<file path="src/rtl/div_issue_sequencer.sv">
// Front-end for the per-ALU sequential divider: takes tagged requests, fires the
// divider with a start pulse, and returns the quotient (or a dbz/timeout error) with its tag.
module div_issue_sequencer #(
  parameter int unsigned N       = 8,
  parameter int unsigned TAG_W   = 4,
  parameter int unsigned TIMEOUT = 32
) (
  input  logic             clk,
  input  logic             reset,
  input  logic             req_valid,
  output logic             req_ready,
  input  logic [N-1:0]     req_dividend,
  input  logic [N-1:0]     req_divisor,
  input  logic [TAG_W-1:0] req_tag,
  output logic             div_start,
  output logic [N-1:0]     div_dividend,
  output logic [N-1:0]     div_divisor,
  input  logic [N-1:0]     div_result,
  input  logic             div_done,
  output logic             resp_valid,
  input  logic             resp_ready,
  output logic [N-1:0]     resp_result,
  output logic [TAG_W-1:0] resp_tag,
  output logic             resp_dbz,
  output logic             resp_timeout,
  output logic             busy
);

  localparam int unsigned CNT_W = $clog2(TIMEOUT + 1);

  typedef enum logic [1:0] {IDLE, ISSUE, WAIT, RESP} state_t;

  state_t             state_q, state_d;
  logic [N-1:0]       dividend_q, dividend_d;
  logic [N-1:0]       divisor_q, divisor_d;
  logic [N-1:0]       result_q, result_d;
  logic [TAG_W-1:0]   tag_q, tag_d;
  logic               dbz_q, dbz_d;
  logic               tmo_q, tmo_d;
  logic               start_q, start_d;
  logic               valid_q, valid_d;
  logic               busy_q, busy_d;
  logic [CNT_W-1:0]   wdog_q, wdog_d;
  logic               done_q;
  logic               done_rise;

  // A still-high done level means the divider has not returned to idle yet.
  assign req_ready = (state_q == IDLE) && !div_done && !reset;
  assign done_rise = div_done && !done_q;

  assign div_start    = start_q;
  assign div_dividend = dividend_q;
  assign div_divisor  = divisor_q;
  assign resp_valid   = valid_q;
  assign resp_result  = result_q;
  assign resp_tag     = tag_q;
  assign resp_dbz     = dbz_q;
  assign resp_timeout = tmo_q;
  assign busy         = busy_q;

  always_ff @(posedge clk or posedge reset) begin
    if (reset) begin
      state_q    <= IDLE;
      dividend_q <= '0;
      divisor_q  <= '0;
      result_q   <= '0;
      tag_q      <= '0;
      dbz_q      <= 1'b0;
      tmo_q      <= 1'b0;
      start_q    <= 1'b0;
      valid_q    <= 1'b0;
      busy_q     <= 1'b0;
      wdog_q     <= '0;
      done_q     <= 1'b0;
    end else begin
      state_q    <= state_d;
      dividend_q <= dividend_d;
      divisor_q  <= divisor_d;
      result_q   <= result_d;
      tag_q      <= tag_d;
      dbz_q      <= dbz_d;
      tmo_q      <= tmo_d;
      start_q    <= start_d;
      valid_q    <= valid_d;
      busy_q     <= busy_d;
      wdog_q     <= wdog_d;
      done_q     <= div_done;
    end
  end

  always_comb begin
    state_d    = state_q;
    dividend_d = dividend_q;
    divisor_d  = divisor_q;
    result_d   = result_q;
    tag_d      = tag_q;
    dbz_d      = dbz_q;
    tmo_d      = tmo_q;
    start_d    = 1'b0;
    wdog_d     = wdog_q;

    case (state_q)
      IDLE: begin
        if (req_valid && req_ready) begin
          tag_d = req_tag;
          if (req_divisor == '0) begin
            result_d = '1;
            dbz_d    = 1'b1;
            tmo_d    = 1'b0;
            state_d  = RESP;
          end else begin
            dividend_d = req_dividend;
            divisor_d  = req_divisor;
            start_d    = 1'b1;
            state_d    = ISSUE;
          end
        end
      end
      ISSUE: begin
        wdog_d  = '0;
        state_d = WAIT;
      end
      WAIT: begin
        wdog_d = wdog_q + CNT_W'(1);
        // A done edge beats a coincident watchdog expiry.
        if (done_rise) begin
          result_d = div_result;
          dbz_d    = 1'b0;
          tmo_d    = 1'b0;
          state_d  = RESP;
        end else if (wdog_q == CNT_W'(TIMEOUT - 1)) begin
          result_d = '1;
          dbz_d    = 1'b0;
          tmo_d    = 1'b1;
          state_d  = RESP;
        end
      end
      RESP: begin
        if (resp_ready) state_d = IDLE;
      end
      default: state_d = IDLE;
    endcase

    valid_d = (state_d == RESP);
    busy_d  = (state_d != IDLE);
  end

endmodule
</file>
<file path="config.mk">
export PLATFORM = sky130hd
export DESIGN_NAME = div_issue_sequencer
export DESIGN_NICKNAME = d
export VERILOG_FILES = /design/src/rtl/div_issue_sequencer.sv
export SDC_FILE = /design/constraint.sdc
export NUM_CORES = 1
export LEC_CHECK = 0
export ABC_AREA = 1
export CAP_MARGIN = 15
export CORE_UTILIZATION = 45
export CTS_CLUSTER_SIZE = 40
export DETAILED_ROUTE_END_ITERATION = 8
export GPL_TIMING_DRIVEN = 1
export HOLD_SLACK_MARGIN = 0.15
export PLACE_DENSITY = 0.8
export REMOVE_ABC_BUFFERS = 1
export SYNTH_ARGS = -nofsm -noshare
export SYNTH_HDL_FRONTEND = slang
export SYNTH_SLANG_ARGS = --single-unit
</file>
<file path="constraint.sdc">
create_clock -name clk -period 2.34 [get_ports clk]
set_input_delay 0.351 -clock clk [delete_from_list [all_inputs] [get_ports clk]]
set_output_delay 0.351 -clock clk [all_outputs]
set_load 0.01 [all_outputs]
</file>
-- Word-level counts from Yosys, hierarchy flattened
Cells that the tools add are included.
- bits in registers: 42
- word-level logic and storage cells: 62
- eq/ne operators: 8
- reductions and logical operators: 15
- mux-type cells: 25
- $add $sub $neg: 1
- bitwise gates (word level): 1
- operator list (kind ; count):
    $mux 8 ; 4
    $pmux 8 s2 ; 1
    $pmux 6 s2 ; 1
    $mux 1 ; 11
    $mux 2 ; 5
    $logic_not 8->1 ; 1
    $pmux 2 s4 ; 1
    $add 6x1->6 const B ; 1
    $eq 2x2->1 const B ; 3
    $eq 6x5->1 const B ; 1
    $reduce_bool 2->1 ; 3
    $logic_and 1x1->1 ; 4
    $ne 2x1->1 const B ; 2
    $pmux 1 s2 ; 2
    $reduce_and 4->1 ; 1
    $logic_not 1->1 ; 3
    $ne 3x3->1 const B ; 1
    $reduce_and 3->1 ; 1
    $eq 2x1->1 const B ; 1
    $logic_not 2->1 ; 1
    $reduce_and 2->1 ; 1
    $not 1->1 ; 1

-- Depth between registers and ports, before layout
- word-level depth: 7
- gate-level depth with buffers: 9

-- Least setup slack after synthesis
OpenSTA, ideal clock, no wires.
- path type: input to register
- start: input reset
- end: register dbz_q, in the netlist resp_dbz
- data required time: 2.223 ns
- cell stages on the path: 8
- slack: 0.553 ns
- path buffers: 0
- data arrival time: 1.671 ns
- cell sequence: inv_2 -> nand3_2 -> nor2_8 -> nand2_2 -> nand2_2 -> nand2_2 -> nand2_1 -> nand2_1
- word-level cells in the longest chain between the ends: 5
- ends and longest elaborated chain (element ; RTL line ; text):
    start: declaration ; 9 ; input logic reset,
    $logic_not 1->1 (no source line) ; n/a ;
    $logic_and 1x1->1 ; 48 ; assign req_ready = (state_q == IDLE) && !div_done && !reset;
    $logic_and 1x1->1 ; 104 ; if (req_valid && req_ready) begin
    $ne 2x1->1 (no source line) ; n/a ;
    $reduce_and 4->1 (no source line) ; n/a ;
    end signal: assignment ; 81 ; dbz_q <= dbz_d;
    end: declaration ; 38 ; logic dbz_q, dbz_d;
Every way passes these cells.
A chain may end at the register's enable or synchronous reset.

-- Final worst setup path
- start: register state_q[0]
- end: output req_ready
- word-level cells in the longest chain between the ends: 3
- ends and longest elaborated chain (element ; RTL line ; text):
    start: declaration ; 33 ; state_t state_q, state_d;
    start signal: assignment ; 76 ; state_q <= state_d;
    $logic_not 2->1 ; 48 ;
    $logic_and 1x1->1 (2 in a row) ; 48 ;
    end: declaration ; 11 ; output logic req_ready,
Every way passes these cells.

==> reports/metrics.cfg <==
[outcome]
status = completed

[detailed_routing]
wire_per_inst_um = 11.6
drtIter0Drc = 97
dr.pass1.iters = 4
routed_wl_um = 4180
vias_per_cell = 4.69
routed-via-count = 1688
ant_nets = 0
drc_errors = 0

[sta]
holdWs_ps = 475
skew_ps = 2.12
hold_viol = 0
relSlewSlack = 0.620
fin_crit_ps = 2220
slew_viol_final = 0
fmax_mhz = 451
finalSetupTns_ps = 0
finalSetupViolCount = 0
period_share = 0.947
worst_slew_pin_slew_ps = 567
rsz0062_at_grt = no

[clock_tree]
insertion_delay_ps = 300
cts.sinks = 42
cts_resized = 0
cts_setup_buffers = 0
htreeDepth = 2
root_buffer = clkbuf_8
worst_setup_hold_path_clk_slew_ps = 80
clockBufferDepth = 2
cts_hold_buffers = 0
cts_made_buffers = 5
cts_tree = yes

[synth]
synth_seq_area_share = 0.539
synth.distinct_cells = 22
synth_cells = 238
synth.cell_area_um2 = 1950
synth.ff_latch_count = 42
syn_avg_cell_area_um2 = 8.19
synth_warnings = 0

[grt]
grt_pass1_wl_um = 6730
grt_pass1_vias = 1560
antenna_found_initial = 0
grt_use_total = 0.203
grt-ovfl-total = 0
grt_max_degree = 43

[final_layout]
layout-drive-gt1-share = 0.0677
multi_input_area_um2 = 754
nets = 348
fillers = 338
regArea_um2 = 1050
n_antenna_cell = 0
fin_cells = 360
mostFrequentLayoutCells = 107 x nand2_1, 66 x clkdlybuf4s50_1, 42 x dfrtp_1, 24 x inv_1
final_common_cell = nand2_1
area_growth_pct = 40.8

[die]
initial_utilization = 0.477
die_w_um = 67.8
die_area_um2 = 4600
die_y_um = 67.8
core-area_um2 = 4090
row_count = 23
io_pins = 67

[place]
placed_cells = 352
hpwl_um = 3000
port_buffers = 66
place_congestion = 0.796

[power_and_ir_drop]
power_mw = 3.31
p_per_area_nw_per_um2 = 1210
ir_drop_mv = 0.482
total_leakage_power_nw = 1.40

[setup_path]
crit_type = reg2out
critPathRequiredTime_ps = 1990
worst_setup_path_start_kind = register
cp_max_fo = 5
cp-end-kind = output pin
cp.arrival_ps = 1870

[worst_hold_path]
min_path_type = reg2reg

[job]
maxCapViolations = 0

[power breakdown]
part	internal, mW	switching (mW)
Clock	0.238	0.245
Sequential	1.03	0.175
Combinational	0.804	0.819
Total	2.07	1.24
[flip-flops by register name (all words and copies together) (netlist names), 2 cells and up]
| name | cells |
|---|---|
| resp_tag | 4 |
| state_q | 2 |
| resp_result | 8 |
| div_dividend | 8 |
| div_divisor | 8 |
| wdog_q | 6 |
[through the flow]
step	utilization	worst slack, ps	instance area (um2)
after floorplan	-	437	1910
after detailed placement	0.648	371	2650
after global routing	0.671	20.3	2740
final	0.671	123	2740
after global placement	0.648	377	2650
after CTS	0.671	68.5	2740
[path summary, 6_finish.rpt]
check / startpoint / endpoint / slack (ps) / cells after the start
setup / recovery: state_q[0] / req_ready / 120 / 5
hold / removal: div_divisor[0] / div_divisor[0] / 470 / 2
setup reg to reg: state_q[0] / resp_result[3] / 490 / 9
hold reg to reg: div_divisor[0] / div_divisor[0] / 470 / 2
max in group asynchronous: reset / resp_result[7] / 1410 / 3
min in group asynchronous: reset / done_q / 580 / 3
[cell families after synthesis]
group | count (synthesis) | synth area share
AO/OA/AOI/OAI | 7 | 0.0193
adder cells (fa/ha/maj) | 6 | 0.0385
buffers and inverters | 32 | 0.0745
flip-flops | 42 | 0.540
AND/OR/NAND/NOR | 151 | 0.328
[layout make-up]
class                           instances  area share
Clock buffer                            7      0.0315
Clock inverter                          1     0.00182
Inverter                               28      0.0392
Multi-Input combinational cell        164       0.275
Sequential cell                        42       0.383
Tap cell                               50      0.0228
Timing Repair Buffer                   68       0.246
[critical path, cell delays in order, from the launching register on]
cell and delay, ps:
dfrtp_1 430, inv_1 140, ha_2 240, nand3_2 140
inv_1 90, clkdlybuf4s50_1 530
[per-layer routing]
metal  vias to the layer above  GRT usage  part of all wire
li1                        865          -                 -
met1                       769      0.240              0.45
met2                        47      0.335              0.46
met3                         7     0.0642             0.066
met4                         0     0.0911             0.016
met5                         -          0                 0
[cells in the mapped netlist (all sizes together)]
| cell type | number | share of area |
|---|---|---|
| nor2 | 18 | 0.043 |
| buf | 3 | 0.015 |
| nand3 | 18 | 0.049 |
| nor3b | 1 | 0.0039 |
| nand4 | 1 | 0.0032 |
| nor3 | 2 | 0.0077 |
| nand2 | 111 | 0.22 |
| inv | 28 | 0.055 |
| dfrtp | 42 | 0.54 |
| clkbuf | 1 | 0.0039 |
| o21ai | 2 | 0.0051 |
| ha | 6 | 0.039 |
| a21oi | 4 | 0.010 |
| o211ai | 1 | 0.0039 |
Power figures use the tool's default switching activity.
